<file path="src/rtl/lcd_pkg.sv">
// Shared LCD panel geometry and the line-fetch controller state encoding.
package lcd_pkg;

    localparam int unsigned LCD_H_ACTIVE        = 800;
    localparam int unsigned LCD_V_ACTIVE        = 480;
    localparam int unsigned LCD_BYTES_PER_PIXEL = 2;

    typedef enum logic [1:0] {
        IDLE  = 2'd0,
        ISSUE = 2'd1,
        BUSY  = 2'd2
    } fetch_state_t;

endpackage

</file>
<file path="src/rtl/lcd_fetch_addr_gen.sv">
// Framebuffer line address: loads the frame base, then advances one line per accepted fetch.
// Latency: address valid the cycle after load/step.
// Backpressure: none; step only on an accepted request.
module lcd_fetch_addr_gen #(
    parameter int unsigned LINE_BYTES = 1600
) (
    input  logic        clk,
    input  logic        rst_n,
    input  logic        load,
    input  logic        step,
    input  logic [31:0] base,
    output logic [31:0] addr
);

    // Accumulates rather than multiplies; wraps naturally at 32 bits.
    always_ff @(posedge clk or negedge rst_n) begin
        if (!rst_n) begin
            addr <= 32'd0;
        end else if (load) begin
            addr <= base;
        end else if (step) begin
            addr <= addr + 32'(LINE_BYTES);
        end
    end

endmodule

</file>
<file path="src/rtl/lcd_line_fetch_ctrl.sv">
// Double-buffered LCD line fetch controller; optional LCD_UNDERRUN_CNT_EN enables the underrun counter.
// Latency: first request 1 cycle after BEFORE_FRAME.
// Backpressure: REQ_VALID and payload held until REQ_READY.
module lcd_line_fetch_ctrl
    import lcd_pkg::*;
#(
    parameter int unsigned LINES      = LCD_V_ACTIVE,
    parameter int unsigned LINE_BYTES = LCD_H_ACTIVE * LCD_BYTES_PER_PIXEL
) (
    input  logic        CLK_PXCLK,
    input  logic        RESET_N,
    input  logic        ENABLE,
    input  logic [31:0] FB_BASE,
    input  logic        BEFORE_FRAME,
    input  logic        DE,
    output logic        REQ_VALID,
    input  logic        REQ_READY,
    output logic [31:0] REQ_ADDR,
    output logic [8:0]  REQ_LINE,
    output logic        REQ_BUF,
    input  logic        DONE,
    output logic        RD_BUF,
    output logic        UNDERRUN,
    output logic [15:0] UNDERRUN_CNT
);

    fetch_state_t state, state_nxt;
    logic [9:0]   next_line;
    logic         tgt_buf;
    logic         restart;
    logic         de_q;
    logic [1:0]   rdy, rdy_nxt;
    logic [1:0]   free_cnt;
    logic         bf, done_busy, accept, frame_start, pending, de_rise, de_fall;

    assign bf          = BEFORE_FRAME & ENABLE;
    assign done_busy   = (state == BUSY) & DONE;
    assign accept      = (state == ISSUE) & REQ_READY;
    // A start seen mid-fetch is deferred until that fetch's DONE.
    assign frame_start = ((state == IDLE) & bf) | (done_busy & (restart | bf));
    assign pending     = ENABLE & (free_cnt != 2'd0) & (next_line < 10'(LINES));
    assign de_rise     = DE & ~de_q;
    assign de_fall     = ~DE & de_q;

    assign REQ_VALID = (state == ISSUE);
    assign REQ_LINE  = next_line[8:0];
    assign REQ_BUF   = tgt_buf;

    always_comb begin
        state_nxt = state;
        case (state)
            IDLE:    if (frame_start || pending) state_nxt = ISSUE;
            ISSUE:   if (REQ_READY) state_nxt = BUSY;
            BUSY:    if (DONE) state_nxt = IDLE;
            default: state_nxt = IDLE;
        endcase
    end

    // Display release and fetch completion may land together; the fill wins on the same buffer.
    always_comb begin
        rdy_nxt = rdy;
        if (de_fall) rdy_nxt[RD_BUF] = 1'b0;
        if (done_busy && !restart) rdy_nxt[~tgt_buf] = 1'b1;
        if (frame_start) rdy_nxt = 2'b00;
    end

    always_ff @(posedge CLK_PXCLK or negedge RESET_N) begin
        if (!RESET_N) begin
            state     <= IDLE;
            next_line <= 10'd0;
            tgt_buf   <= 1'b0;
            restart   <= 1'b0;
            de_q      <= 1'b0;
            rdy       <= 2'b00;
            free_cnt  <= 2'd0;
            RD_BUF    <= 1'b0;
            UNDERRUN  <= 1'b0;
        end else begin
            state    <= state_nxt;
            de_q     <= DE;
            rdy      <= rdy_nxt;
            UNDERRUN <= de_rise & ~rdy[RD_BUF];

            if (frame_start) begin
                next_line <= 10'd0;
                tgt_buf   <= 1'b0;
            end else if (accept) begin
                next_line <= next_line + 10'd1;
                tgt_buf   <= ~tgt_buf;
            end

            if (frame_start)                  restart <= 1'b0;
            else if (bf && (state != IDLE))   restart <= 1'b1;

            if (frame_start)  RD_BUF <= 1'b0;
            else if (de_fall) RD_BUF <= ~RD_BUF;

            if (frame_start) begin
                free_cnt <= 2'd2;
            end else if (accept && !de_fall) begin
                free_cnt <= free_cnt - 2'd1;
            end else if (de_fall && !accept && (free_cnt < 2'd2)) begin
                free_cnt <= free_cnt + 2'd1;
            end
        end
    end

`ifdef LCD_UNDERRUN_CNT_EN
    always_ff @(posedge CLK_PXCLK or negedge RESET_N) begin
        if (!RESET_N) begin
            UNDERRUN_CNT <= 16'd0;
        end else if (UNDERRUN && (UNDERRUN_CNT != 16'hFFFF)) begin
            UNDERRUN_CNT <= UNDERRUN_CNT + 16'd1;
        end
    end
`else
    assign UNDERRUN_CNT = 16'd0;
`endif

    lcd_fetch_addr_gen #(
        .LINE_BYTES(LINE_BYTES)
    ) u_addr_gen (
        .clk  (CLK_PXCLK),
        .rst_n(RESET_N),
        .load (frame_start),
        .step (accept),
        .base (FB_BASE),
        .addr (REQ_ADDR)
    );

endmodule

</file>
<file path="config.mk">
export PLATFORM = sky130hd
export DESIGN_NAME = lcd_line_fetch_ctrl
export DESIGN_NICKNAME = d
export VERILOG_FILES = /design/src/rtl/lcd_pkg.sv /design/src/rtl/lcd_fetch_addr_gen.sv /design/src/rtl/lcd_line_fetch_ctrl.sv
export SDC_FILE = /design/constraint.sdc
export NUM_CORES = 1
export LEC_CHECK = 0
export BUFFER_PORTS_ARGS = -buffer_cell sky130_fd_sc_hd__buf_2
export CORE_ASPECT_RATIO = 1.1
export CORE_MARGIN = 2
export CORE_UTILIZATION = 40
export CTS_BUF_LIST = sky130_fd_sc_hd__clkbuf_2 sky130_fd_sc_hd__clkbuf_4 sky130_fd_sc_hd__clkbuf_8
export CTS_CLUSTER_DIAMETER = 30
export DETAILED_ROUTE_END_ITERATION = 10
export PLACE_DENSITY = 0.72
export SLEW_MARGIN = 20
export SYNTH_ARGS = -nofsm -noshare
export SYNTH_HDL_FRONTEND = slang
export SYNTH_HIERARCHICAL = 1
export SYNTH_SLANG_ARGS = --single-unit
</file>
<file path="constraint.sdc">
create_clock -name CLK_PXCLK -period 2.85 [get_ports CLK_PXCLK]
set_input_delay 0.4275 -clock CLK_PXCLK [delete_from_list [all_inputs] [get_ports CLK_PXCLK]]
set_output_delay 0.4275 -clock CLK_PXCLK [all_outputs]
set_load 0.05 [all_outputs]
</file>
==> key figures <==
Place
  • Cell area reported after detailed placement: 3402 um^2
  • Count of port buffers added during placement: 83
  • Final GP Congestion: 0.8042
  • Hpwl dp: 5.035 mm

Floorplanning
  • Width of the die: 87.32 um
  • Boundary pin count: 100
  • Total die area: 8351 um^2
  • Core area: 7432 um^2
  • Initial core utilization: 0.4109
  • Standard-cell rows: 33
  • Chip Height: 95.65 um

Logic synthesis
  • Yosys top cell area share: 0.4342
  • YS warnings: 6
  • Async set or reset register ratio after synthesis: 1.000
  • Post-Synthesis Cell Area: between 3000 and 4000 um^2
  • Ranking of synthesized cells by area: sky130_fd_sc_hd__dfrtp_1 43%, sky130_fd_sc_hd__buf_4 6.4%, sky130_fd_sc_hd__o21ai_0 4.4%
  • Count of unique library cells instantiated by Yosys: 48
  • EDFF count, synth: 0
  • Fraction of the yosys area taken by sequential cells: 0.4342
  • Synth area leader: sky130_fd_sc_hd__dfrtp_1
  • Main flop type after synthesis: sky130_fd_sc_hd__dfrtp_1
  • Cell count after synthesis: 320
  • Register bit total from synthesis: 53
  • Average instance area after synthesis: between 9 and 10 um^2

Clocking
  • Worst skew pair latency: 0.31 ns
  • Clock input transition at the sequential cells of the worst setup and hold paths: 0.09 ns
  • CTS tree: done
  • Longest Clk Path Bufs: 2
  • H-tree lvl count: 2
  • Number of hold buffers added after cts: 0
  • Number of buffers added for setup after CTS: 0
  • Number of clock sinks: 53
  • Post-CTS sizing: 0
  • Buffer cell driving the clock tree root: sky130_fd_sc_hd__clkbuf_8
  • CTS Buf Count: 5

STA
  • Total negative slack for setup checks: 0 ns
  • Fin Clk Skew: 0.01233 ns
  • Worst slack on hold paths: 0.02714 ns
  • Worst-case headroom to the max-slew limit: 0.5177
  • Min Clock Period, post-route: between 2 and 2.5 ns
  • Tcrit/Tclk final: 0.7974
  • Finish-stage setup viols: 0
  • Pins Over Slew Limit: 0
  • Worst-Margin Slew: 0.7227 ns
  • Final hold violations: 0
  • Setup repair after global routing missed its margin: false
  • Fmax: 0.4400 GHz

Worst setup path
  • Slowest cell on the critical path: sky130_fd_sc_hd__or4_1
  • CP Class: flop to flop
  • Worst r2r path cells: 6
  • Data arrival time of the critical path: 2.50 ns
  • Kind of start point of the critical path: flop
  • R2R setup slack: 0.58 ns
  • Capture point of the worst reg-to-reg path: u_addr_gen/addr[31]
  • Startpoint of the worst setup timing path: state[1]
  • Crit. End Element: flop
  • Highest cell delay on the worst timing path: 0.60 ns
  • Cell chain of the critical path: nand3b_1, inv_1, and4_1, o2111ai_1, or4_1, a31oi_1
  • Data required time at the worst endpoint: 3.08 ns
  • Top fanout value on the critical path: 11
  • Critical path destination: u_addr_gen/addr[31]
  • Critical register-to-register path startpoint: state[1]

Status
  • Result of the run: finished clean

Power
  • Worst vdd ir: 0.0007414 V
  • Overall Power: 0.004098 W
  • Cell Pwr Density: 1175 nW/um^2
  • Leakage power total: 1.559 nW

Finish
  • Layout cells sized above 1: 0.2934
  • Nets: 432
  • Count of antenna diodes in the layout: 0
  • Most frequent standard cell in the layout excluding fill and tap cells: sky130_fd_sc_hd__buf_2
  • Most used cells in the layout excluding fill and tap cells: 83 x sky130_fd_sc_hd__buf_2, 53 x sky130_fd_sc_hd__dfrtp_1, 28 x sky130_fd_sc_hd__nand2_1
  • Post-Route Utilization: 0.4694
  • Area Growth Syn to Fin: 14.22%
  • Total non-filler cell area in the finished layout: roughly 3500 um^2

Global routing
  • Largest net degree at the start of global routing: 30
  • GRT Resource Usage Total: 0.1701
  • Global-route wire length before repair: 11.44 mm
  • Final global-route overflow total: 0
  • Antenna violations before repair: 0
  • Number of global-route vias before repair: 2453

Drt
  • Count of unresolved DRC violations after routing: 0
  • Detail Route Antenna Nets: 0
  • Post-Route WL: just under 7 mm
  • Number of DRC markers after the initial detailed-route iteration: 203
  • Detailed-route vias per instance: 5.344
  • Detailed Routing Iterations Pass 1: 4
  • Via total after detailed routing: 2560
  • WL/cell: 14.23 um

Worst hold path
  • Worst hold-check path type: input port to async pin

Job
  • Number of maximum-capacitance violations: 0
[Yosys cell counts (4+ instances only)]
| cell type | instances |
|---|---|
| sky130_fd_sc_hd__inv_1 | 9 |
| sky130_fd_sc_hd__a21oi_1 | 11 |
| sky130_fd_sc_hd__or3_1 | 10 |
| sky130_fd_sc_hd__a31oi_1 | 12 |
| sky130_fd_sc_hd__clkbuf_1 | 8 |
| sky130_fd_sc_hd__and4_1 | 4 |
| sky130_fd_sc_hd__xor2_1 | 12 |
| sky130_fd_sc_hd__or4_1 | 10 |
| sky130_fd_sc_hd__mux2i_1 | 5 |
| sky130_fd_sc_hd__buf_4 | 26 |
| sky130_fd_sc_hd__nand4_1 | 9 |
| sky130_fd_sc_hd__xnor2_1 | 4 |
| sky130_fd_sc_hd__dfrtp_1 | 53 |
| sky130_fd_sc_hd__mux2_2 | 7 |
| sky130_fd_sc_hd__nand3_1 | 11 |
| sky130_fd_sc_hd__buf_6 | 4 |
| sky130_fd_sc_hd__nand2_1 | 28 |
| sky130_fd_sc_hd__o31ai_1 | 12 |
| sky130_fd_sc_hd__o21ai_0 | 27 |
| sky130_fd_sc_hd__nor2_1 | 18 |
[stage by stage]
step	worst slack (ns)	instances
after floorplan	0.6940	335
after global placement	0.6788	471
after detailed placement	0.6515	471
after CTS	0.6094	479
after global routing	0.4451	479
final	0.5774	479
[routing by layer]
metal | track usage | routed length (um) | vias to the layer above | share of wire
li1 | - | - | 1255 | -
met1 | 0.2264 | 3072 | 1230 | 0.45
met2 | 0.2847 | 3302 | 69 | 0.48
met3 | 0.03290 | 372 | 6 | 0.055
met4 | 0.04231 | 70 | 0 | 0.010
met5 | 0 | 0 | - | 0
[worst min path at each step]
stage	slack (ns)	cells past startpoint	startpoint	end
global route	0.05	1	RESET_N	u_addr_gen/addr[2]
floorplan	0.13	0	RESET_N	RD_BUF
CTS	0.04	1	RESET_N	u_addr_gen/addr[5]
detailed placement	0.37	1	RESET_N	u_addr_gen/addr[5]
global placement	0.37	1	RESET_N	u_addr_gen/addr[5]
finish	0.03	1	RESET_N	u_addr_gen/addr[2]
[report_power, final]
part | switching [W] | total, W | internal (W)
clock network | 0.000245 | 0.000426 | 0.000181
registers | 0.000367 | 0.00142 | 0.00105
logic | 0.00163 | 0.00225 | 0.000622
total | 0.00224 | 0.00410 | 0.00186
[cells by family (layout without fill, tap and decap cells)]
family / after synthesis / in the layout / share of synthesized area
AOI/OAI and AO/OA: 73 / 73 / 0.1495
buffers and inverters: 52 / 109 / 0.1069
DFF: 53 / 53 / 0.4342
adders and majority gates: 2 / 2 / 0.008192
muxes: 12 / 12 / 0.04220
and+or+nand+nor: 111 / 111 / 0.2118
other: 1 / 16 / 0.001228
xor gates and xnor gates: 16 / 16 / 0.04588
[sequential cells by signal, indices dropped and copies added, names as in the netlist]
name             count
u_addr_gen/addr     32
next_line           10
free_cnt             2
rdy                  2
state                2
RD_BUF               1
REQ_BUF              1
UNDERRUN             1
de_q                 1
restart              1
[layout make-up]
class	count	area, um^2
multi-input cells	230	1458
clock buffers	6	76.32
clock inverters	2	10.01
inverters	11	41.29
well taps	87	108.9
repair buffers	90	467.9
fillers	748	3944
flip-flops and latches	53	1326
[worst max-delay path, delay by kind of cell, from the launching register on]
kind | cells | cell delay [ns]
AND/OR/NAND/NOR | 3 | 1.07
flip-flops | 1 | 0.50
buffers and inverters | 1 | 0.12
AO/OA/AOI/OAI | 2 | 0.52
Note: power is estimated with default switching activity, not from simulation.
